===== config.mk =====
export PLATFORM = sky130hd
export DESIGN_NAME = qpu_exu_oitf_gen_flat
export DESIGN_NICKNAME = d
export VERILOG_FILES = /design/src/rtl/qpu_exu_oitf_gen_pkg.sv /design/src/rtl/qpu_exu_oitf_gen_if.sv /design/src/rtl/qpu_exu_oitf_gen_fifo_ctrl.sv /design/src/rtl/qpu_exu_oitf_gen.sv /design/src/flat_wrapper.sv
export SDC_FILE = /design/constraint.sdc
export NUM_CORES = 1
export LEC_CHECK = 0
export BUFFER_PORTS_ARGS = -buffer_cell sky130_fd_sc_hd__buf_2
export CORE_AREA = 2 2 141 116
export CTS_CLUSTER_DIAMETER = 120
export CTS_CLUSTER_SIZE = 24
export DETAILED_ROUTE_END_ITERATION = 7
export DIE_AREA = 0 0 143 118
export PLACE_DENSITY = 0.51
export SLEW_MARGIN = 0
export SYNTH_ARGS = -nofsm -noshare
export SYNTH_HDL_FRONTEND = slang
export SYNTH_SLANG_ARGS = --single-unit

===== constraint.sdc =====
create_clock -name clk -period 4.2 [get_ports clk]
set_clock_uncertainty 0.15 [all_clocks]
set_input_delay 0.63 -clock clk [delete_from_list [all_inputs] [get_ports clk]]
set_output_delay 0.63 -clock clk [all_outputs]
set_load 0.01 [all_outputs]

===== src/rtl/qpu_exu_oitf_gen_pkg.sv =====
// Shared constants and helpers for the outstanding-instruction tracker.
// Default widths/depths mirror the core-wide QPU defines; helpers size
// pointers and occupancy counters for arbitrary (non power-of-two) depths.
package qpu_exu_oitf_gen_pkg;

  localparam int QPU_RFIDX_REAL_WIDTH = 5;
  localparam int QPU_QUBIT_NUM        = 8;
  localparam int OITF_CL_DEPTH_DEF    = 4;
  localparam int OITF_MF_DEPTH_DEF    = 4;

  // Per-cycle FIFO operation, encoded as {alloc accepted, retire accepted}.
  typedef enum logic [1:0] {
    FIFO_HOLD = 2'b00,
    FIFO_POP  = 2'b01,
    FIFO_PUSH = 2'b10,
    FIFO_BOTH = 2'b11
  } fifo_op_e;

  // Occupancy counter must represent 0..depth inclusive.
  function automatic int oitf_cnt_w(input int depth);
    return $clog2(depth + 1);
  endfunction

  // Pointer spans 0..depth-1; at least one bit.
  function automatic int oitf_ptr_w(input int depth);
    return (depth < 2) ? 1 : $clog2(depth);
  endfunction

endpackage


===== src/rtl/qpu_exu_oitf_gen_if.sv =====
// Dispatch / retire / hazard bundle between the EXU pipeline and the OITF.
// Latency: n/a (wires only).  Backpressure: dis_cl_ready / dis_mf_ready.
// master = EXU side (drives dispatch and retire), slave = tracker.
interface qpu_exu_oitf_gen_if
  import qpu_exu_oitf_gen_pkg::*;
#(
  parameter int CL_DEPTH  = OITF_CL_DEPTH_DEF,
  parameter int MF_DEPTH  = OITF_MF_DEPTH_DEF,
  parameter int RFIDX_W   = QPU_RFIDX_REAL_WIDTH,
  parameter int QUBIT_NUM = QPU_QUBIT_NUM
);
  localparam int CL_CNT_W = oitf_cnt_w(CL_DEPTH);
  localparam int MF_CNT_W = oitf_cnt_w(MF_DEPTH);

  // pipeline control
  logic                 flush;
  // classical long-pipe dispatch
  logic                 dis_cl_ena;
  logic                 dis_cl_ready;
  logic                 disp_i_rdwen;
  logic [RFIDX_W-1:0]   disp_i_rdidx;
  logic                 disp_i_rs1en;
  logic                 disp_i_rs2en;
  logic [RFIDX_W-1:0]   disp_i_rs1idx;
  logic [RFIDX_W-1:0]   disp_i_rs2idx;
  // measurement dispatch
  logic                 dis_qf_ena;
  logic                 dis_mf_ready;
  logic                 disp_i_qfren;
  logic [QUBIT_NUM-1:0] disp_i_ql;
  // retire
  logic                 ret_cl_ena;
  logic                 ret_qf_ena;
  logic [RFIDX_W-1:0]   ret_rdidx;
  logic                 ret_rdwen;
  logic [QUBIT_NUM-1:0] ret_mf;
  // hazards
  logic                 oitfrd_match_disprs1;
  logic                 oitfrd_match_disprs2;
  logic                 oitfrd_match_disprd;
  logic                 oitfqf_match_dispql;
  // status
  logic                 oitf_empty;
  logic                 moitf_empty;
  logic [CL_CNT_W-1:0]  cl_count;
  logic [MF_CNT_W-1:0]  mf_count;
  logic                 underflow_err;

  modport master (
    output flush, dis_cl_ena, disp_i_rdwen, disp_i_rdidx,
           disp_i_rs1en, disp_i_rs2en, disp_i_rs1idx, disp_i_rs2idx,
           dis_qf_ena, disp_i_qfren, disp_i_ql, ret_cl_ena, ret_qf_ena,
    input  dis_cl_ready, dis_mf_ready, ret_rdidx, ret_rdwen, ret_mf,
           oitfrd_match_disprs1, oitfrd_match_disprs2, oitfrd_match_disprd,
           oitfqf_match_dispql, oitf_empty, moitf_empty, cl_count, mf_count,
           underflow_err
  );

  modport slave (
    input  flush, dis_cl_ena, disp_i_rdwen, disp_i_rdidx,
           disp_i_rs1en, disp_i_rs2en, disp_i_rs1idx, disp_i_rs2idx,
           dis_qf_ena, disp_i_qfren, disp_i_ql, ret_cl_ena, ret_qf_ena,
    output dis_cl_ready, dis_mf_ready, ret_rdidx, ret_rdwen, ret_mf,
           oitfrd_match_disprs1, oitfrd_match_disprs2, oitfrd_match_disprd,
           oitfqf_match_dispql, oitf_empty, moitf_empty, cl_count, mf_count,
           underflow_err
  );

endinterface


===== src/rtl/qpu_exu_oitf_gen_fifo_ctrl.sv =====
// Circular-FIFO bookkeeping: pointers, per-entry valid bits, occupancy, sticky underflow.
// Latency: alloc/retire/flush take effect on the next clk edge; ready/empty are from registers.
// Backpressure: ready=0 when full; alloc while full or during flush is dropped, never queued.
// Ports: clk, rst_n, flush, alloc, retire in; alloc_ok (write strobe for payload at wptr),
//        wptr, rptr, valid, count, ready, empty, err out.
module qpu_exu_oitf_gen_fifo_ctrl
  import qpu_exu_oitf_gen_pkg::*;
#(
  parameter  int DEPTH = 4,
  localparam int PTR_W = oitf_ptr_w(DEPTH),
  localparam int CNT_W = oitf_cnt_w(DEPTH)
) (
  input  logic             clk,
  input  logic             rst_n,
  input  logic             flush,
  input  logic             alloc,
  input  logic             retire,
  output logic             alloc_ok,
  output logic [PTR_W-1:0] wptr,
  output logic [PTR_W-1:0] rptr,
  output logic [DEPTH-1:0] valid,
  output logic [CNT_W-1:0] count,
  output logic             ready,
  output logic             empty,
  output logic             err
);

  logic     retire_ok;
  fifo_op_e op;

  // Explicit wrap so non power-of-two depths never index past DEPTH-1.
  function automatic logic [PTR_W-1:0] ptr_inc(input logic [PTR_W-1:0] p);
    return (p == PTR_W'(DEPTH - 1)) ? '0 : p + PTR_W'(1);
  endfunction

  // Readiness is purely occupancy based: a retire in the same cycle does
  // not free a slot for a simultaneous alloc when full.
  assign ready     = (count != CNT_W'(DEPTH));
  assign empty     = (count == '0);
  assign alloc_ok  = alloc  & ready  & ~flush;
  assign retire_ok = retire & ~empty & ~flush;

  always_comb begin
    op = fifo_op_e'({alloc_ok, retire_ok});
  end

  always_ff @(posedge clk or negedge rst_n) begin
    if (!rst_n) begin
      wptr  <= '0;
      rptr  <= '0;
      valid <= '0;
      count <= '0;
    end else if (flush) begin
      wptr  <= '0;
      rptr  <= '0;
      valid <= '0;
      count <= '0;
    end else begin
      // Non-full and non-empty implies wptr != rptr, so both updates are disjoint.
      if (alloc_ok) begin
        valid[wptr] <= 1'b1;
        wptr        <= ptr_inc(wptr);
      end
      if (retire_ok) begin
        valid[rptr] <= 1'b0;
        rptr        <= ptr_inc(rptr);
      end
      case (op)
        FIFO_PUSH: count <= count + CNT_W'(1);
        FIFO_POP:  count <= count - CNT_W'(1);
        default:   count <= count;
      endcase
    end
  end

  // Sticky until reset; flush deliberately leaves it alone so software can
  // still observe a protocol violation that preceded the flush.
  always_ff @(posedge clk or negedge rst_n) begin
    if (!rst_n) begin
      err <= 1'b0;
    end else if (retire && empty) begin
      err <= 1'b1;
    end
  end

endmodule


===== src/rtl/qpu_exu_oitf_gen.sv =====
// Outstanding-instruction tracker: CL FIFO of long-pipe rd writebacks, MF FIFO of qubit lists.
// Latency: allocs visible at head/matches next cycle; head, matches, ready are combinational reads.
// Backpressure: dis_cl_ready/dis_mf_ready low when the matching FIFO is full; allocs then dropped.
// Ports: clk, rst_n, oitf (slave modport): dispatch/retire/flush in; readies, retire heads,
//        RAW/WAW/qubit hazard matches, empties, counts, sticky underflow_err out.
module qpu_exu_oitf_gen
  import qpu_exu_oitf_gen_pkg::*;
#(
  parameter int CL_DEPTH  = OITF_CL_DEPTH_DEF,
  parameter int MF_DEPTH  = OITF_MF_DEPTH_DEF,
  parameter int RFIDX_W   = QPU_RFIDX_REAL_WIDTH,
  parameter int QUBIT_NUM = QPU_QUBIT_NUM
) (
  input logic                 clk,
  input logic                 rst_n,
  qpu_exu_oitf_gen_if.slave   oitf
);

  localparam int CL_PTR_W = oitf_ptr_w(CL_DEPTH);
  localparam int MF_PTR_W = oitf_ptr_w(MF_DEPTH);
  localparam int CL_CNT_W = oitf_cnt_w(CL_DEPTH);
  localparam int MF_CNT_W = oitf_cnt_w(MF_DEPTH);

  logic                cl_alloc_ok, mf_alloc_ok;
  logic [CL_PTR_W-1:0] cl_wptr, cl_rptr;
  logic [MF_PTR_W-1:0] mf_wptr, mf_rptr;
  logic [CL_DEPTH-1:0] cl_valid;
  logic [MF_DEPTH-1:0] mf_valid;
  logic [CL_CNT_W-1:0] cl_count;
  logic [MF_CNT_W-1:0] mf_count;
  logic                cl_ready, mf_ready, cl_empty, mf_empty, cl_err, mf_err;

  qpu_exu_oitf_gen_fifo_ctrl #(.DEPTH(CL_DEPTH)) u_cl_ctrl (
    .clk      (clk),
    .rst_n    (rst_n),
    .flush    (oitf.flush),
    .alloc    (oitf.dis_cl_ena),
    .retire   (oitf.ret_cl_ena),
    .alloc_ok (cl_alloc_ok),
    .wptr     (cl_wptr),
    .rptr     (cl_rptr),
    .valid    (cl_valid),
    .count    (cl_count),
    .ready    (cl_ready),
    .empty    (cl_empty),
    .err      (cl_err)
  );

  qpu_exu_oitf_gen_fifo_ctrl #(.DEPTH(MF_DEPTH)) u_mf_ctrl (
    .clk      (clk),
    .rst_n    (rst_n),
    .flush    (oitf.flush),
    .alloc    (oitf.dis_qf_ena),
    .retire   (oitf.ret_qf_ena),
    .alloc_ok (mf_alloc_ok),
    .wptr     (mf_wptr),
    .rptr     (mf_rptr),
    .valid    (mf_valid),
    .count    (mf_count),
    .ready    (mf_ready),
    .empty    (mf_empty),
    .err      (mf_err)
  );

  // Payload storage: not reset, every read is qualified by a valid bit or empty.
  logic [RFIDX_W-1:0]   cl_rdidx_q [CL_DEPTH];
  logic                 cl_rdwen_q [CL_DEPTH];
  logic [QUBIT_NUM-1:0] mf_ql_q    [MF_DEPTH];

  always_ff @(posedge clk) begin
    if (cl_alloc_ok) begin
      cl_rdidx_q[cl_wptr] <= oitf.disp_i_rdidx;
      cl_rdwen_q[cl_wptr] <= oitf.disp_i_rdwen;
    end
    if (mf_alloc_ok) begin
      mf_ql_q[mf_wptr] <= oitf.disp_i_ql;
    end
  end

  // Hazard search over valid entries only. A retiring entry is still valid
  // in its retire cycle, so it keeps matching until the edge clears it.
  logic                 rs1_hit, rs2_hit, rd_hit;
  logic [QUBIT_NUM-1:0] ql_union;

  always_comb begin
    rs1_hit  = 1'b0;
    rs2_hit  = 1'b0;
    rd_hit   = 1'b0;
    ql_union = '0;
    for (int i = 0; i < CL_DEPTH; i++) begin
      if (cl_valid[i] && cl_rdwen_q[i]) begin
        if (cl_rdidx_q[i] == oitf.disp_i_rs1idx) rs1_hit = 1'b1;
        if (cl_rdidx_q[i] == oitf.disp_i_rs2idx) rs2_hit = 1'b1;
        if (cl_rdidx_q[i] == oitf.disp_i_rdidx)  rd_hit  = 1'b1;
      end
    end
    for (int j = 0; j < MF_DEPTH; j++) begin
      if (mf_valid[j]) ql_union = ql_union | mf_ql_q[j];
    end
  end

  assign oitf.oitfrd_match_disprs1 = oitf.disp_i_rs1en & rs1_hit;
  assign oitf.oitfrd_match_disprs2 = oitf.disp_i_rs2en & rs2_hit;
  assign oitf.oitfrd_match_disprd  = oitf.disp_i_rdwen & rd_hit;
  assign oitf.oitfqf_match_dispql  = oitf.disp_i_qfren & (|(ql_union & oitf.disp_i_ql));

  // Retire heads read straight from rptr; forced to zero when empty.
  assign oitf.ret_rdidx = cl_empty ? '0   : cl_rdidx_q[cl_rptr];
  assign oitf.ret_rdwen = cl_empty ? 1'b0 : cl_rdwen_q[cl_rptr];
  assign oitf.ret_mf    = mf_empty ? '0   : mf_ql_q[mf_rptr];

  assign oitf.dis_cl_ready  = cl_ready;
  assign oitf.dis_mf_ready  = mf_ready;
  assign oitf.oitf_empty    = cl_empty;
  assign oitf.moitf_empty   = mf_empty;
  assign oitf.cl_count      = cl_count;
  assign oitf.mf_count      = mf_count;
  assign oitf.underflow_err = cl_err | mf_err;

endmodule


===== src/flat_wrapper.sv =====
// flat-port wrapper written by rule: the top's interface ports become plain ports
module qpu_exu_oitf_gen_flat import qpu_exu_oitf_gen_pkg::*;
#(
  parameter int CL_DEPTH  = OITF_CL_DEPTH_DEF,
  parameter int MF_DEPTH  = OITF_MF_DEPTH_DEF,
  parameter int RFIDX_W   = QPU_RFIDX_REAL_WIDTH,
  parameter int QUBIT_NUM = QPU_QUBIT_NUM
)
  (clk, rst_n, oitf_flush, oitf_dis_cl_ena, oitf_disp_i_rdwen, oitf_disp_i_rdidx, oitf_disp_i_rs1en, oitf_disp_i_rs2en, oitf_disp_i_rs1idx, oitf_disp_i_rs2idx, oitf_dis_qf_ena, oitf_disp_i_qfren, oitf_disp_i_ql, oitf_ret_cl_ena, oitf_ret_qf_ena, oitf_dis_cl_ready, oitf_dis_mf_ready, oitf_ret_rdidx, oitf_ret_rdwen, oitf_ret_mf, oitf_oitfrd_match_disprs1, oitf_oitfrd_match_disprs2, oitf_oitfrd_match_disprd, oitf_oitfqf_match_dispql, oitf_oitf_empty, oitf_moitf_empty, oitf_cl_count, oitf_mf_count, oitf_underflow_err);
  qpu_exu_oitf_gen_if #(.CL_DEPTH(CL_DEPTH), .MF_DEPTH(MF_DEPTH), .RFIDX_W(RFIDX_W), .QUBIT_NUM(QUBIT_NUM)) oitf_i ();
  input logic clk;
  input logic rst_n;
  input wire logic [$bits(oitf_i.flush)-1:0] oitf_flush;
  input wire logic [$bits(oitf_i.dis_cl_ena)-1:0] oitf_dis_cl_ena;
  input wire logic [$bits(oitf_i.disp_i_rdwen)-1:0] oitf_disp_i_rdwen;
  input wire logic [$bits(oitf_i.disp_i_rdidx)-1:0] oitf_disp_i_rdidx;
  input wire logic [$bits(oitf_i.disp_i_rs1en)-1:0] oitf_disp_i_rs1en;
  input wire logic [$bits(oitf_i.disp_i_rs2en)-1:0] oitf_disp_i_rs2en;
  input wire logic [$bits(oitf_i.disp_i_rs1idx)-1:0] oitf_disp_i_rs1idx;
  input wire logic [$bits(oitf_i.disp_i_rs2idx)-1:0] oitf_disp_i_rs2idx;
  input wire logic [$bits(oitf_i.dis_qf_ena)-1:0] oitf_dis_qf_ena;
  input wire logic [$bits(oitf_i.disp_i_qfren)-1:0] oitf_disp_i_qfren;
  input wire logic [$bits(oitf_i.disp_i_ql)-1:0] oitf_disp_i_ql;
  input wire logic [$bits(oitf_i.ret_cl_ena)-1:0] oitf_ret_cl_ena;
  input wire logic [$bits(oitf_i.ret_qf_ena)-1:0] oitf_ret_qf_ena;
  output wire logic [$bits(oitf_i.dis_cl_ready)-1:0] oitf_dis_cl_ready;
  output wire logic [$bits(oitf_i.dis_mf_ready)-1:0] oitf_dis_mf_ready;
  output wire logic [$bits(oitf_i.ret_rdidx)-1:0] oitf_ret_rdidx;
  output wire logic [$bits(oitf_i.ret_rdwen)-1:0] oitf_ret_rdwen;
  output wire logic [$bits(oitf_i.ret_mf)-1:0] oitf_ret_mf;
  output wire logic [$bits(oitf_i.oitfrd_match_disprs1)-1:0] oitf_oitfrd_match_disprs1;
  output wire logic [$bits(oitf_i.oitfrd_match_disprs2)-1:0] oitf_oitfrd_match_disprs2;
  output wire logic [$bits(oitf_i.oitfrd_match_disprd)-1:0] oitf_oitfrd_match_disprd;
  output wire logic [$bits(oitf_i.oitfqf_match_dispql)-1:0] oitf_oitfqf_match_dispql;
  output wire logic [$bits(oitf_i.oitf_empty)-1:0] oitf_oitf_empty;
  output wire logic [$bits(oitf_i.moitf_empty)-1:0] oitf_moitf_empty;
  output wire logic [$bits(oitf_i.cl_count)-1:0] oitf_cl_count;
  output wire logic [$bits(oitf_i.mf_count)-1:0] oitf_mf_count;
  output wire logic [$bits(oitf_i.underflow_err)-1:0] oitf_underflow_err;
  assign oitf_i.flush = oitf_flush;
  assign oitf_i.dis_cl_ena = oitf_dis_cl_ena;
  assign oitf_i.disp_i_rdwen = oitf_disp_i_rdwen;
  assign oitf_i.disp_i_rdidx = oitf_disp_i_rdidx;
  assign oitf_i.disp_i_rs1en = oitf_disp_i_rs1en;
  assign oitf_i.disp_i_rs2en = oitf_disp_i_rs2en;
  assign oitf_i.disp_i_rs1idx = oitf_disp_i_rs1idx;
  assign oitf_i.disp_i_rs2idx = oitf_disp_i_rs2idx;
  assign oitf_i.dis_qf_ena = oitf_dis_qf_ena;
  assign oitf_i.disp_i_qfren = oitf_disp_i_qfren;
  assign oitf_i.disp_i_ql = oitf_disp_i_ql;
  assign oitf_i.ret_cl_ena = oitf_ret_cl_ena;
  assign oitf_i.ret_qf_ena = oitf_ret_qf_ena;
  assign oitf_dis_cl_ready = oitf_i.dis_cl_ready;
  assign oitf_dis_mf_ready = oitf_i.dis_mf_ready;
  assign oitf_ret_rdidx = oitf_i.ret_rdidx;
  assign oitf_ret_rdwen = oitf_i.ret_rdwen;
  assign oitf_ret_mf = oitf_i.ret_mf;
  assign oitf_oitfrd_match_disprs1 = oitf_i.oitfrd_match_disprs1;
  assign oitf_oitfrd_match_disprs2 = oitf_i.oitfrd_match_disprs2;
  assign oitf_oitfrd_match_disprd = oitf_i.oitfrd_match_disprd;
  assign oitf_oitfqf_match_dispql = oitf_i.oitfqf_match_dispql;
  assign oitf_oitf_empty = oitf_i.oitf_empty;
  assign oitf_moitf_empty = oitf_i.moitf_empty;
  assign oitf_cl_count = oitf_i.cl_count;
  assign oitf_mf_count = oitf_i.mf_count;
  assign oitf_underflow_err = oitf_i.underflow_err;
  qpu_exu_oitf_gen #(.CL_DEPTH(CL_DEPTH), .MF_DEPTH(MF_DEPTH), .RFIDX_W(RFIDX_W), .QUBIT_NUM(QUBIT_NUM)) u_core (.clk(clk), .rst_n(rst_n), .oitf(oitf_i));
endmodule

Word level (Yosys, flattened, before mapping)
Memories as Yosys holds them, arrays and structs flattened.
Index checks and enable logic that the tools add are counted.
{ "classes": {"addsub": 8, "order_cmp": 8, "eq_ne": 22, "mux": 67, "bitwise": 26, "reduce_logical": 19} }
{ "op_table": {"columns": ["op", "count"], "rows": [
  ["5-bit equality test", 12],
  ["8-bit two-way mux", 5],
  ["1-bit two-way mux", 33],
  ["4-bit two-way mux", 8],
  ["2-bit two-way mux", 12],
  ["8-bit OR", 3],
  ["1-bit bitwise AND", 12],
  ["2-bit equality test (second input constant)", 6],
  ["2-bit by 3-bit < comparator with 1-bit output (second input constant)", 4],
  ["3-bit case mux with 2 select lines", 2],
  ["1-bit logical AND", 10],
  ["2-bit by 1-bit adder with 2-bit output (second input constant)", 4],
  ["4-bit bitwise AND", 2],
  ["8-bit bitwise AND", 1],
  ["1-bit demux with 2-bit select", 4],
  ["2-bit by 1-bit >= comparator with 1-bit output (second input constant)", 4],
  ["4-bit inverter", 2],
  ["4-bit OR", 2],
  ["2-bit nonzero test", 4],
  ["8-bit OR reduction", 1],
  ["3-bit by 1-bit adder with 3-bit output (second input constant)", 2],
  ["3-bit logical NOT", 2],
  ["3-bit two-way mux", 2],
  ["3-bit != test (second input constant)", 2],
  ["6 further kinds", 11]
]} }
{ "totals": {"register_bits": 24, "ram_bits": 56, "out_inout_bits": 29, "wordCells": 163, "memories": 3} }
{ "memory_table": {"columns": ["memory", "depth", "width", "rd", "rd_clocked_by_memory_dff", "wr", "line_no", "rtl"], "rows": [
  ["u_core.mf_ql_q", 4, 8, 5, 0, 1, "qpu_exu_oitf_gen.sv:68", "logic [QUBIT_NUM-1:0] mf_ql_q [MF_DEPTH];"],
  ["u_core.cl_rdidx_q", 4, 5, 5, 0, 1, "qpu_exu_oitf_gen.sv:66", "logic [RFIDX_W-1:0] cl_rdidx_q [CL_DEPTH];"],
  ["u_core.cl_rdwen_q", 4, 1, 5, 0, 1, "qpu_exu_oitf_gen.sv:67", "logic cl_rdwen_q [CL_DEPTH];"]
]} }

Logic depth before layout (Yosys ltp)
Gate-level depths: netlist (run 1).
{ "depth": {"depth_word": 10, "depth_mapped": 6} }

By module
A second synthesis (run 1) with hierarchy kept.
{ "unflattened": {"cells_unflattened": 396, "area_unflattened_um2": 4668.2} }
{ "modules_own_cells": {"columns": ["mod", "n_inst", "cells_each", "area_each_um2", "seq_area_each_um2"], "rows": [
  ["qpu_exu_oitf_gen", 1, 232, 3131.8, 1681.6],
  ["qpu_exu_oitf_gen_fifo_ctrl (u_core.u_cl_ctrl)", 1, 83, 775.7, 300.3],
  ["qpu_exu_oitf_gen_fifo_ctrl (u_core.u_mf_ctrl)", 1, 81, 760.7, 300.3]
]} }

Worst setup path before layout (run 1)
Ideal clock, no wire load.
{ "synth_timing": {"kind": "input to register", "start": "input oitf_flush", "end": "register u_core.u_mf_ctrl.count[2]", "arrival_time_ps": 2115, "path_slack_ps": 1810, "path_stages": 6, "path_buffers": 2, "path_cell_list": "clkbuf_1 clkbuf_1 nor2_1 fa_1 mux2i_1 mux2_2"} }
{ "synth_between": {"elab_chain_len": 5, "elab_cells_between_ends": 8, "cone_classes": "eq/ne (2); mux (2); bitwise (3); reduce/logical (1)"} }
{ "synth_lines": {"columns": ["item", "line_no", "rtl"], "rows": [
  ["start, declared", "flat_wrapper.sv:13", "input wire logic [$bits(oitf_i.flush)-1:0] oitf_flush;"],
  ["1-bit inverter", "qpu_exu_oitf_gen_fifo_ctrl.sv:40, qpu_exu_oitf_gen_fifo_ctrl.sv:41", null],
  ["1-bit bitwise AND (on tied branches)", "qpu_exu_oitf_gen_fifo_ctrl.sv:41, qpu_exu_oitf_gen_fifo_ctrl.sv:40", null],
  ["2-bit by 1-bit equality test with 1-bit output or 2-bit equality test (tied branches)", "qpu_exu_oitf_gen_fifo_ctrl.sv:68", "case (op)"],
  ["3-bit case mux with 2 select lines", "qpu_exu_oitf_gen_fifo_ctrl.sv:68", null],
  ["3-bit two-way mux", "qpu_exu_oitf_gen_fifo_ctrl.sv:53", "end else if (flush) begin"],
  ["end signal, assigned", "qpu_exu_oitf_gen_fifo_ctrl.sv:69", "FIFO_PUSH: count <= count + CNT_W'(1);"],
  ["end signal, assigned", "qpu_exu_oitf_gen_fifo_ctrl.sv:70", "FIFO_POP: count <= count - CNT_W'(1);"],
  ["end signal, assigned", "qpu_exu_oitf_gen_fifo_ctrl.sv:71", "default: count <= count;"],
  ["end, declared", "qpu_exu_oitf_gen_fifo_ctrl.sv:22", "output logic [CNT_W-1:0] count,"]
]} }
Parallel ways exist; a longest one is shown, timed or not.
A chain may end at the register's enable or synchronous reset.

Final worst setup path (run 1)
{ "layout_timing": {"start": "register u_core.u_mf_ctrl.rptr[0]", "end": "output oitf_ret_mf[7]"} }
{ "layout_between": {"elab_chain_len": 2} }
{ "layout_lines": {"columns": ["item", "line_no", "rtl"], "rows": [
  ["start, declared", "qpu_exu_oitf_gen_fifo_ctrl.sv:20", "output logic [PTR_W-1:0] rptr,"],
  ["start signal, assigned", "qpu_exu_oitf_gen_fifo_ctrl.sv:66", "rptr <= ptr_inc(rptr);"],
  ["memory read 4 x 8 bit", null, null],
  ["8-bit two-way mux", "qpu_exu_oitf_gen.sv:110", "assign oitf.ret_mf = mf_empty ? '0 : mf_ql_q[mf_rptr];"],
  ["end, declared", "flat_wrapper.sv:30", "output wire logic [$bits(oitf_i.ret_mf)-1:0] oitf_ret_mf;"]
]} }
Every way passes these cells.

==> out/summary.txt, run 1 <==
OUTCOME
-------------------------------------------------------------------------------------
Result of the run ...................................................... complete, no violations

YOSYS
-------------------------------------------------------------------------------------
Count of mapped cells out of synthesis .................................          379
Synthesized netlist net count ..........................................          431
Mapped Area ............................................................     4540 µm²
Count of yosys warnings during synthesis ...............................            0
Share of the yosys chip area belonging to registers ....................        50.2%
Post-synthesis register bit count ......................................           80
Most used flip-flop cell after synthesis ............................... sky130_fd_sc_hd__edfxtp_1
Post-synth EDFFs .......................................................           56
Number of distinct library cells after synthesis .......................           45
Average footprint of a synthesized cell ................................     12.0 µm²
Asr flop ratio synth ...................................................        30.0%

GRT
-------------------------------------------------------------------------------------
GRT Total Usage ........................................................        13.4%
Number of antenna violations at the first check in global routing ......            0
Global-route wire length before repair .................................     17200 µm
Remaining global-route overflow ........................................            0
Pin count of the biggest net entering global routing ...................           28
Vias in the first global route .........................................         3058

FINISH
-------------------------------------------------------------------------------------
Layout filler cell count ...............................................         1535
Multi-input gate area ..................................................     2100 µm²
Layout cell share with drive strength beyond 1 .........................        22.5%
Top library cells by usage in the layout, fill and taps aside .......... sky130_fd_sc_hd__buf_2 (62), sky130_fd_sc_hd__edfxtp_1 (56), sky130_fd_sc_hd__xnor2_1 (43)
Register area ..........................................................     2280 µm²
Most common cell after layout, fill and taps aside ..................... sky130_fd_sc_hd__buf_2
Net total in the final layout ..........................................          483
Ant diodes .............................................................            0
Synth-to-layout area growth ............................................        17.4%

CRITICAL PATH
-------------------------------------------------------------------------------------
Max stage delay on crit path ...........................................      0.77 ns
CP top delay family ....................................................   flip-flops
Largest fanout of any net on the critical path .........................           13
Crit path capture type .................................................  output port
Endpoint required time on the critical path ............................      3.42 ns
Chain of cells forming the critical path ............................... mux4_2 > nor2b_1 > buf_2
Data arrival time of the critical path .................................      1.97 ns
Cell with the biggest individual delay on the critical path ............ sky130_fd_sc_hd__dfrtp_1
WS Path Type ........................................................... register to output port
Startpoint class of the critical path ..................................     register
Worst setup slack for register-to-register paths .......................      1.86 ns
Crit path buf inv count ................................................            1

FLOORPLANNING
-------------------------------------------------------------------------------------
Initial cell density of the core .......................................        29.4%
Total number of placement rows .........................................           41
Full die area ..........................................................    16900 µm²
IO Count ...............................................................           63
Core area ..............................................................    15400 µm²
Die Wd .................................................................       143 µm
Die extent in y ........................................................       118 µm

STA
-------------------------------------------------------------------------------------
Slew at the pin with the worst max-slew slack ..........................     0.662 ns
Setup repair after global routing missed its margin ....................           no
Fraction of the cycle the final worst path needs .......................        65.5%
Final-report setup violation count .....................................            0
Number of max-slew violations in the final report ......................            0
Final hold viol count ..................................................            0
Min cycle time layout ..................................................      2.75 ns
Worst relative slew slack ..............................................        55.8%
Total Negative Setup Slacks ............................................         0 ns
Worst Hold Slack .......................................................     0.135 ns
FMAX ...................................................................      363 MHz

CLOCKING
-------------------------------------------------------------------------------------
Number of buffers added to fix hold violations after cts ...............            0
Clock tree buffer depth ................................................            2
H-tree Lvls ............................................................            3
Post-CTS sizing ........................................................            0
Worst-path clk slew ....................................................      0.06 ns
Worst-Skew Late Latency ................................................      0.34 ns
CTS tree ...............................................................          yes
Post-CTS repair timing setup buffer count ..............................            0
CTS root buffer ........................................................ sky130_fd_sc_hd__clkbuf_16
Cts bufs inserted ......................................................            9
Number of clock sinks ..................................................           80

ROUTE
-------------------------------------------------------------------------------------
Drc violations .........................................................            0
Routed length per instance .............................................      16.8 µm
WL final ...............................................................     10900 µm
Count of routing violations after the opening detailed-route iteration .          255
Antenna-violating nets left ............................................            0
Number of vias per cell ................................................         4.86
Vias after detailed routing ............................................         3161
Router iterations before antenna repair ................................            5

RUN
-------------------------------------------------------------------------------------
Maximum Capacitance Violations .........................................            0

MIN PATH
-------------------------------------------------------------------------------------
Kind of path behind the tightest hold check ............................ primary input to async pin

POWER AND IR DROP
-------------------------------------------------------------------------------------
Power density normalized to cell area ..................................   440 nW/µm²
Leakage ................................................................      1.94 nW
Peak supply drop .......................................................   0.000213 V

PLACED DESIGN
-------------------------------------------------------------------------------------
Global placement routability congestion ................................        0.862
Number of buffers added on ports .......................................           62
Hpwl dp ................................................................      8050 µm

## kinds of logic (layout without fill, tap and decap cells)
kind of cell,Yosys count,count (layout),share of synthesized area (%)
xor+xnor,57,57,11.0
simple gates,97,97,11.8
compound gates,72,72,10.8
fa+ha+maj,18,18,5.29
buf+inv,39,95,3.42
mux,16,16,7.41
flops,80,80,50.2
## area by class of cell
type                    instances  share of cell area (%)
clock buffers                   9                    4.22
clock inverters                 6                    1.29
inverters                      17                    1.20
multi-input cells             260                    39.5
flip-flops and latches         80                    42.8
well taps                     215                    5.05
repair buffers                 63                    5.96
## path summary, 6_finish.rpt
kind | start | end | cells after the start
max | u_core.u_mf_ctrl.rptr[0]$_DFFE_PN0P_ | oitf_ret_mf[7] | 3
min | rst_n | u_core.u_mf_ctrl.count[1]$_DFFE_PN0P_ | 1
max reg2reg | u_core.u_mf_ctrl.count[0]$_DFFE_PN0P_ | u_core.u_mf_ctrl.count[2]$_DFFE_PN0P_ | 6
min reg2reg | u_core.u_mf_ctrl.err$_DFFE_PN0P_ | u_core.u_mf_ctrl.err$_DFFE_PN0P_ | 1
max in group asynchronous | rst_n | u_core.u_cl_ctrl.wptr[0]$_DFFE_PN0P_ | 1
min in group clk | u_core.u_mf_ctrl.err$_DFFE_PN0P_ | u_core.u_mf_ctrl.err$_DFFE_PN0P_ | 1
## flip-flops by register name (all words and copies together), names as in the netlist
name                    count
u_core.u_mf_ctrl.rptr       2
u_core.u_mf_ctrl.wptr       2
u_core.mf_ql_q             32
u_core.u_cl_ctrl.wptr       2
u_core.u_cl_ctrl.rptr       2
u_core.u_mf_ctrl.valid      4
u_core.u_cl_ctrl.count      3
u_core.u_mf_ctrl.count      3
u_core.u_mf_ctrl.err        1
u_core.cl_rdidx_q          20
u_core.u_cl_ctrl.err        1
u_core.u_cl_ctrl.valid      4
u_core.cl_rdwen_q           4
## cell usage after synthesis, drive strengths merged, types with 3 or more instances
cell     n  area [µm²]
edfxtp  56        1680
xnor2   43         377
dfrtp   24         601
nand2   24        90.1
a21oi   21         105
a22oi   20         150
clkbuf  19        71.3
inv     17        63.8
nor3    17        90.1
ha      16         200
nor2b   16         100
mux4    14         315
xor2    14         123
nand4   10        62.6
nor2     9        33.8
a211oi   8        60.1
and2     8        50.1
o21ai    7        35.0
nor3b    4        35.0
buf      3        20.0
o41a     3        33.8
## per-stage QoR
stage | std cells | area (µm²) | util [%] | setup WS, ns | total power, mW
after floorplan | 379 | 4540 | - | 1.81 | 1.38
after global placement | 635 | 5040 | 32.6 | 1.74 | 1.58
after detailed placement | 635 | 5040 | 32.6 | 1.71 | 1.59
after CTS | 650 | 5330 | 34.5 | 1.40 | 2.38
after global routing | 650 | 5330 | 34.5 | 1.29 | 2.49
final | 650 | 5330 | 34.5 | 1.45 | 2.35
## report_power, final
| part | internal, mW | total (mW) | switching, mW |
|---|---|---|---|
| clock network | 0.461 | 0.777 | 0.317 |
| logic | 0.264 | 0.559 | 0.295 |
| registers | 0.901 | 1.01 | 0.107 |
| total | 1.63 | 2.35 | 0.719 |
## per-layer routing
| layer | global-route usage, % | routed length (µm) |
|---|---|---|
| met4 | 3.59 | 102 |
| met2 | 19.0 | 4770 |
| met1 | 19.9 | 5370 |
| met3 | 3.86 | 696 |
| met5 | 0 | 0 |
No activity file was read; power rests on OpenSTA's default activity.
==> run 2: changes to the inputs <==
--- a/config.mk
+++ b/config.mk
@@ -11,7 +11,7 @@
 export CTS_CLUSTER_SIZE = 24
 export DETAILED_ROUTE_END_ITERATION = 7
 export DIE_AREA = 0 0 143 118
-export PLACE_DENSITY = 0.51
+export PLACE_DENSITY = 0.53
 export SLEW_MARGIN = 0
 export SYNTH_ARGS = -nofsm -noshare
 export SYNTH_HDL_FRONTEND = slang
==> constraint.sdc (replaced) <==
create_clock -name clk -period 2.2 [get_ports clk]
set_clock_uncertainty 0.15 [all_clocks]
set_input_delay 0.33 -clock clk [delete_from_list [all_inputs] [get_ports clk]]
set_output_delay 0.33 -clock clk [all_outputs]
set_load 0.01 [all_outputs]
==> run 2 against run 1 <==
The flow now finishes with violations (setup timing). Flip-flop and latch count is the same. Largest power group unchanged. Critical path type unchanged. Core utilization grew 2.6 points. Final cell count grew 4.6%. Via count grew 4.4%. Register-to-register slack lost 1.7 ns. Critical endpoint is now oitf_oitfrd_match_disprs2. Combinational power grew 140%. Clock power grew 87%. Critical path depth grew 2. Clock-buffer cell count grew 1.
==> out/summary.txt, run 2 (same netlist as run 1, synthesis figures left out) <==
OUTCOME
-------------------------------------------------------------------------------------
Result of the run ...................................................... finished, violations left
Violated checks ........................................................ setup timing

FINISH
-------------------------------------------------------------------------------------
Net total in the final layout ..........................................          512   +6.0%
Layout cell share with drive strength beyond 1 .........................        33.3%   +11 points
Top library cells by usage in the layout, fill and taps aside .......... sky130_fd_sc_hd__buf_2 (62), sky130_fd_sc_hd__edfxtp_1 (56), sky130_fd_sc_hd__xnor2_1 (40)
Synth-to-layout area growth ............................................        26.1%
Ant diodes .............................................................            0   unchanged
Registers with the most flip-flops ..................................... u_core.mf_ql_q: 32 flops, u_core.cl_rdidx_q: 20 flops
Layout filler cell count ...............................................         1496   -2.5%
Final cell count without fillers .......................................          680   +4.6%
Most common cell after layout, fill and taps aside ..................... sky130_fd_sc_hd__buf_2
Final Core Density .....................................................        37.1%   +2.6 points
Top register by number of flip-flops ................................... u_core.mf_ql_q
Max FFs per register ...................................................           32   unchanged

FLOORPLANNING
-------------------------------------------------------------------------------------
Core area ..............................................................    15400 µm²   unchanged
IO Count ...............................................................           63   unchanged
Full die area ..........................................................    16900 µm²   unchanged
Die extent in y ........................................................       118 µm   unchanged
Die Wd .................................................................       143 µm   unchanged
Total number of placement rows .........................................           41   unchanged
Initial cell density of the core .......................................        29.4%   unchanged

MIN PATH
-------------------------------------------------------------------------------------
Endpoint with the worst hold slack ..................................... u_core.mf_ql_q[0][6]$_DFFE_PP_
Kind of path behind the tightest hold check ............................ primary input to register
Startpoint of the worst hold path ...................................... oitf_disp_i_ql[6]
Number of cells on the worst hold path .................................            1

CRITICAL PATH
-------------------------------------------------------------------------------------
Number of cells on the critical path ...................................            5   +2
Largest fanout of any net on the critical path .........................            5   -8
Length in cells of the worst reg-to-reg path ...........................            6   unchanged
Crit path buf inv count ................................................            1   unchanged
Worst reg2reg path startpoint .......................................... u_core.u_mf_ctrl.count[1]$_DFFE_PN0P_
Chain of cells forming the critical path ............................... xnor2_1 > nand4_1 > nor3_1 > o41a_1 > buf_2
Endpoint required time on the critical path ............................      1.72 ns   -1.70 ns
Worst setup slack for register-to-register paths .......................      0.13 ns   -1.73 ns
Crit path capture type .................................................  output port
Reg2reg end ............................................................ u_core.u_mf_ctrl.count[2]$_DFFE_PN0P_
Max stage delay on crit path ...........................................      0.52 ns   -0.25 ns
CP top delay family ....................................................   flip-flops
Data arrival time of the critical path .................................      1.78 ns   -0.19 ns
Cell with the biggest individual delay on the critical path ............ sky130_fd_sc_hd__edfxtp_1
WS Path Type ........................................................... register to output port
Startpoint class of the critical path ..................................     register

STA
-------------------------------------------------------------------------------------
Worst relative slew slack ..............................................        61.4%   +5.6 points
Final hold viol count ..................................................            0   unchanged
Total Negative Setup Slacks ............................................    -0.145 ns   -0.145 ns
Min cycle time layout ..................................................      2.26 ns
Setup repair after global routing missed its margin ....................          yes
Worst Hold Slack .......................................................    0.0850 ns   -0.0498 ns
FMAX ...................................................................      443 MHz
Final-report setup violation count .....................................            4   +4
Fraction of the cycle the final worst path needs .......................         103%
Number of max-slew violations in the final report ......................            0   unchanged
Worst Slack Setup Final ................................................   -0.0588 ns   -1.51 ns
Slew at the pin with the worst max-slew slack ..........................     0.579 ns   -0.0833 ns

POWER AND IR DROP
-------------------------------------------------------------------------------------
Power density normalized to cell area ..................................   815 nW/µm²   +85%
Power dissipated by switching net loads ................................      1.42 mW   +97%
Net Sw Frac ............................................................        30.4%   -0.28 points
Leakage ................................................................      2.12 nW   +9.3%
Share of total power in combinational logic ............................        28.6%   +4.7 points
Fraction of power consumed by sequential logic .........................        40.4%   -2.6 points
Internal power .........................................................      3.25 mW   +100%
Peak supply drop .......................................................   0.000323 V   +52%
Share of power burned in the clock network .............................        31.0%   -2.2 points

CLOCKING
-------------------------------------------------------------------------------------
Worst-path clk slew ....................................................      0.06 ns   about the same
Worst-Skew Late Latency ................................................      0.33 ns   about the same
Clock tree buffer depth ................................................            2   unchanged
CTS tree ...............................................................          yes
H-tree Lvls ............................................................            3   unchanged
Cts bufs inserted ......................................................            9   unchanged
Number of clock sinks ..................................................           80   unchanged
CTS root buffer ........................................................ sky130_fd_sc_hd__clkbuf_16

ROUTE
-------------------------------------------------------------------------------------
WL final ...............................................................     11500 µm   +5.4%
Vias after detailed routing ............................................         3300   +4.4%
Antenna-violating nets left ............................................            0   unchanged
Count of routing violations after the opening detailed-route iteration .          155   -39%
Number of vias per cell ................................................         4.85   -0.21%
Router iterations before antenna repair ................................            5   unchanged
Routed length per instance .............................................      17.0 µm   +0.76%
Drc violations .........................................................            0   unchanged

GRT
-------------------------------------------------------------------------------------
Pin count of the biggest net entering global routing ...................           25   -11%
Global-route wire length before repair .................................     17900 µm   +4.5%
GRT Total Usage ........................................................        13.9%   +0.46 points
Number of antenna violations at the first check in global routing ......            0   unchanged
Vias in the first global route .........................................         3329   +8.9%
Remaining global-route overflow ........................................            0   unchanged

PLACED DESIGN
-------------------------------------------------------------------------------------
Hpwl dp ................................................................      8500 µm   +5.6%
Cells after DPL ........................................................          652   +2.7%
Number of buffers added on ports .......................................           62   unchanged
Global placement routability congestion ................................        0.858   -0.55%
Post-place setup slack .................................................     0.111 ns   -1.60 ns

RUN
-------------------------------------------------------------------------------------
Maximum Capacitance Violations .........................................            0   unchanged

-- run 2: cell count changes in the layout (fill, tap and decap cells not counted), moves of 3 or more --
cell | previous run | this run
sky130_fd_sc_hd__nor3_2 | 1 | 4
sky130_fd_sc_hd__dfrtp_1 | 24 | 16
sky130_fd_sc_hd__nor3_1 | 16 | 13
sky130_fd_sc_hd__buf_4 | 1 | 24
sky130_fd_sc_hd__dfrtp_2 | 0 | 8
sky130_fd_sc_hd__buf_12 | 0 | 3
sky130_fd_sc_hd__xnor2_2 | 0 | 3
sky130_fd_sc_hd__xnor2_1 | 43 | 40
sky130_fd_sc_hd__a22oi_1 | 20 | 15
sky130_fd_sc_hd__clkinv_2 | 0 | 3
sky130_fd_sc_hd__a22oi_2 | 0 | 5
-- run 2: power by group through the flow --
stage          logic [mW]  registers (mW)  clock network, mW
6_report             1.34            1.88               1.45
5_1_grt              1.47            1.90               1.55
4_1_cts              1.28            1.89               1.47
3_5_place_dp         1.21            1.93                  0
3_3_place_gp         1.19            1.93                  0
2_1_floorplan       0.774            1.85                  0
-- run 2: worst max path at each step --
stage	start	to	slack (ns)
2_1_floorplan	u_core.u_mf_ctrl.count[1]$_DFFE_PN0P_	u_core.u_mf_ctrl.count[2]$_DFFE_PN0P_	0.02
3_3_place_gp	u_core.u_mf_ctrl.rptr[0]$_DFFE_PN0P_	oitf_ret_mf[7]	0.13
3_5_place_dp	u_core.u_mf_ctrl.count[1]$_DFFE_PN0P_	u_core.u_mf_ctrl.count[2]$_DFFE_PN0P_	0.11
4_1_cts	u_core.cl_rdidx_q[3][4]$_DFFE_PP_	oitf_oitfrd_match_disprs2	-0.05
5_1_grt	u_core.cl_rdidx_q[3][4]$_DFFE_PP_	oitf_oitfrd_match_disprs2	-0.11
6_report	u_core.cl_rdidx_q[1][4]$_DFFE_PP_	oitf_oitfrd_match_disprs2	-0.06
-- run 2: layout make-up --
cell class / count / area [µm²] / share of cell area (%)
clock buffer: 10 / 229 / 4.00
sequential: 80 / 2290 / 40.0
timing repair buffer: 92 / 583 / 10.2
inverter: 17 / 63.8 / 1.11
tap: 215 / 269 / 4.70
multi-input combinational: 260 / 2230 / 38.9
clock inverter: 6 / 61.3 / 1.07
-- run 2: through the flow --
stage | power, mW | instance area, µm²
finish | 4.67 | 5730
floorplan | 2.63 | 4540
detailed placement | 3.14 | 5190
global placement | 3.12 | 5190
CTS | 4.64 | 5600
global route | 4.92 | 5730
-- run 2: metal layers --
layer / global-route usage [%] / part of all wire, % / wire [µm] / up-vias
li1: - / - / - / 1551
met1: 19.9 / 47 / 5470 / 1644
met2: 20.4 / 45 / 5220 / 91
met3: 3.09 / 5.7 / 663 / 14
met4: 5.57 / 1.6 / 181 / 0
met5: 0 / 0 / 0 / -
-- run 2: repair_timing --
item | in CTS | in global routing
resized for setup | 14 | 19
pin swaps | 22 | 3
hold endpoints to repair | 24 | 0
buffers inserted | 6 | 5
hold buffers | 1 | 0
endpoints found under the setup margin | 18 | 11
==> run 3: changes to the inputs <==
--- a/config.mk
+++ b/config.mk
@@ -11,7 +11,7 @@
 export CTS_CLUSTER_SIZE = 24
 export DETAILED_ROUTE_END_ITERATION = 7
 export DIE_AREA = 0 0 143 118
-export PLACE_DENSITY = 0.53
+export PLACE_DENSITY = 0.51
 export SLEW_MARGIN = 0
 export SYNTH_ARGS = -nofsm -noshare
 export SYNTH_HDL_FRONTEND = slang
==> constraint.sdc (replaced) <==
create_clock -name clk -period 2.84 [get_ports clk]
set_clock_uncertainty 0.15 [all_clocks]
set_input_delay 0.426 -clock clk [delete_from_list [all_inputs] [get_ports clk]]
set_output_delay 0.426 -clock clk [all_outputs]
set_load 0.01 [all_outputs]
==> run 3 against run 2 <==
The run now ends clean. Wire length decreased by 4.2%. Global-route usage decreased by 0.24 points. Clock-buffer cell count decreased by 1. Die area unchanged. Sequential share of layout area increased by 2.7 points. Critical path depth decreased by 2. Sequential power decreased by 21%. Combinational power decreased by 38%. First-iteration DRC count increased by 31%. Register-to-register slack improved by 0.42 ns. Total power decreased by 26%. Critical endpoint is now oitf_ret_mf[2].
==> out/summary.txt, run 3 (same netlist as run 1, synthesis figures left out) <==
OUTCOME
-------------------------------------------------------------------------------------
Result of the run ...................................................... complete, no violations

FLOORPLANNING
-------------------------------------------------------------------------------------
IO Count ...............................................................           63   unchanged
Die Wd .................................................................       143 µm   unchanged
Full die area ..........................................................    16900 µm²   unchanged
Initial cell density of the core .......................................        29.4%   unchanged
Total number of placement rows .........................................           41   unchanged
Die extent in y ........................................................       118 µm   unchanged
Core area ..............................................................    15400 µm²   unchanged

CRITICAL PATH
-------------------------------------------------------------------------------------
Startpoint class of the critical path ..................................     register
Endpoint required time on the critical path ............................      2.26 ns   +0.54 ns
WS Path Type ........................................................... register to output port
Data arrival time of the critical path .................................      1.99 ns   +0.21 ns
Crit path capture type .................................................  output port
Largest fanout of any net on the critical path .........................           13   +8

CLOCKING
-------------------------------------------------------------------------------------
CTS root buffer ........................................................ sky130_fd_sc_hd__clkbuf_16
Worst-Skew Late Latency ................................................      0.34 ns   about the same
H-tree Lvls ............................................................            3   unchanged
Number of clock sinks ..................................................           80   unchanged
CTS tree ...............................................................          yes
Cts bufs inserted ......................................................            9   unchanged
Post-CTS sizing ........................................................            0   -14
Worst-path clk slew ....................................................      0.07 ns   about the same
Clock tree buffer depth ................................................            2   unchanged

RUN
-------------------------------------------------------------------------------------
Maximum Capacitance Violations .........................................            0   unchanged

FINISH
-------------------------------------------------------------------------------------
Multi-input gate area ..................................................     2100 µm²   -5.7%
Finished layout cell area ..............................................     5350 µm²   -6.6%
Final Core Density .....................................................        34.6%   -2.5 points
Layout filler cell count ...............................................         1516   +1.3%
Most common cell after layout, fill and taps aside ..................... sky130_fd_sc_hd__buf_2
Register area ..........................................................     2280 µm²   -0.44%
Layout cell share with drive strength beyond 1 .........................        23.2%   -10 points
Max FFs per register ...................................................           32   unchanged
Top register by number of flip-flops ................................... u_core.mf_ql_q
Net total in the final layout ..........................................          486   -5.1%
Ant diodes .............................................................            0   unchanged
Final cell count without fillers .......................................          654   -3.8%
Top library cells by usage in the layout, fill and taps aside .......... sky130_fd_sc_hd__buf_2 (62), sky130_fd_sc_hd__edfxtp_1 (56), sky130_fd_sc_hd__xnor2_1 (43)
Registers with the most flip-flops ..................................... u_core.mf_ql_q: 32 flops, u_core.cl_rdidx_q: 20 flops
Synth-to-layout area growth ............................................        17.8%

ROUTE
-------------------------------------------------------------------------------------
Router iterations before antenna repair ................................            4   -1
Met1 Wirelength ........................................................      5290 µm   -3.2%
Routed length per instance .............................................      16.9 µm   -0.41%
DR top layer ...........................................................         met4
WL final ...............................................................     11000 µm   -4.2%
Count of routing violations after the opening detailed-route iteration .          203   +31%
Routed met3 length .....................................................       689 µm   +3.9%
Drc violations .........................................................            0   unchanged
Met2 WL post-DR ........................................................      4940 µm   -5.4%
Vias after detailed routing ............................................         3139   -4.9%
Antenna-violating nets left ............................................            0   unchanged
Number of vias per cell ................................................         4.80   -1.1%

STA
-------------------------------------------------------------------------------------
Worst relative slew slack ..............................................        55.5%   -5.9 points
FMAX ...................................................................      390 MHz
Final hold viol count ..................................................            0   unchanged
Number of max-slew violations in the final report ......................            0   unchanged
Setup repair after global routing missed its margin ....................           no
Fraction of the cycle the final worst path needs .......................        90.3%
Final-report setup violation count .....................................            0   -4
Worst Hold Slack .......................................................     0.172 ns   +0.0865 ns
Worst Slack Setup Final ................................................     0.275 ns   +0.334 ns
Min cycle time layout ..................................................      2.56 ns
Total Negative Setup Slacks ............................................         0 ns   +0.145 ns
Slew at the pin with the worst max-slew slack ..........................     0.664 ns   +0.0852 ns

GRT
-------------------------------------------------------------------------------------
Global-route wire length before repair .................................     17500 µm   -2.6%
Vias in the first global route .........................................         3213   -3.5%
Number of antenna violations at the first check in global routing ......            0   unchanged
GRT Total Usage ........................................................        13.7%   -0.24 points
Remaining global-route overflow ........................................            0   unchanged
Pin count of the biggest net entering global routing ...................           25   unchanged

POWER AND IR DROP
-------------------------------------------------------------------------------------
Leakage ................................................................      1.94 nW   -8.3%
Power density normalized to cell area ..................................   642 nW/µm²   -21%
Post-layout total power ................................................      3.43 mW   -26%
Peak supply drop .......................................................   0.000376 V   +16%

PLACED DESIGN
-------------------------------------------------------------------------------------
Hpwl dp ................................................................      8160 µm   -3.9%
Cells after DPL ........................................................          637   -2.3%
Number of buffers added on ports .......................................           62   unchanged
Global placement routability congestion ................................        0.903   +5.2%
Placed Instance Area ...................................................     5050 µm²   -2.7%
Post-place setup slack .................................................     0.566 ns   +0.456 ns

MIN PATH
-------------------------------------------------------------------------------------
Kind of path behind the tightest hold check ............................ primary input to register

-- run 3: cell count changes in the layout (fill, tap and decap cells not counted), moves of 5 or more --
cell / change
sky130_fd_sc_hd__buf_4: -21
sky130_fd_sc_hd__a22oi_1: +5
sky130_fd_sc_hd__dfrtp_1: +8
sky130_fd_sc_hd__a22oi_2: -5
sky130_fd_sc_hd__dfrtp_2: -8
-- run 3: layout make-up --
cell class	instances	area share, %
clock buffers	9	4.21
clock inverters	7	1.15
inverters	17	1.19
multi-input cells	260	39.3
flip-flops and latches	80	42.7
well taps	215	5.03
repair buffers	66	6.41
-- run 3: worst max-delay path: stages (launching register included) --
cell                      delay, ns
sky130_fd_sc_hd__dfrtp_1       0.76
sky130_fd_sc_hd__mux4_2        0.59
sky130_fd_sc_hd__nor2b_1       0.16
sky130_fd_sc_hd__buf_2         0.14
-- run 3: routing by layer --
layer  track usage, %  vias to the layer above
met2             20.6                       75
li1                 -                     1500
met5                0                        -
met4             3.71                        0
met3             3.86                       12
met1             19.2                     1552
-- run 3: path summary, 6_finish.rpt --
kind	startpoint	endpoint	slack, ns	cells past startpoint
min in group asynchronous	rst_n	u_core.u_mf_ctrl.err$_DFFE_PN0P_	0.47	2
max	u_core.u_mf_ctrl.rptr[0]$_DFFE_PN0P_	oitf_ret_mf[2]	0.28	3
max in group asynchronous	rst_n	u_core.u_cl_ctrl.valid[3]$_DFF_PN0_	1.69	2
min	oitf_disp_i_ql[5]	u_core.mf_ql_q[3][5]$_DFFE_PP_	0.17	1
min reg2reg	u_core.u_mf_ctrl.err$_DFFE_PN0P_	u_core.u_mf_ctrl.err$_DFFE_PN0P_	0.31	1
max reg2reg	u_core.u_mf_ctrl.count[0]$_DFFE_PN0P_	u_core.u_mf_ctrl.count[2]$_DFFE_PN0P_	0.55	6
-- run 3: repair_timing --
action,4_1_cts,5_1_grt
hold buffers,1,0
setup buffers,0,0
endpoints found under the hold margin,24,0
-- run 3: report_power, final --
group          total (mW)  internal, mW  switching (mW)  leakage (nW)
combinational       0.830         0.395           0.435         0.983
sequential           1.49          1.33           0.155         0.823
clock                1.12         0.609           0.508         0.135
total                3.43          2.34            1.10          1.94
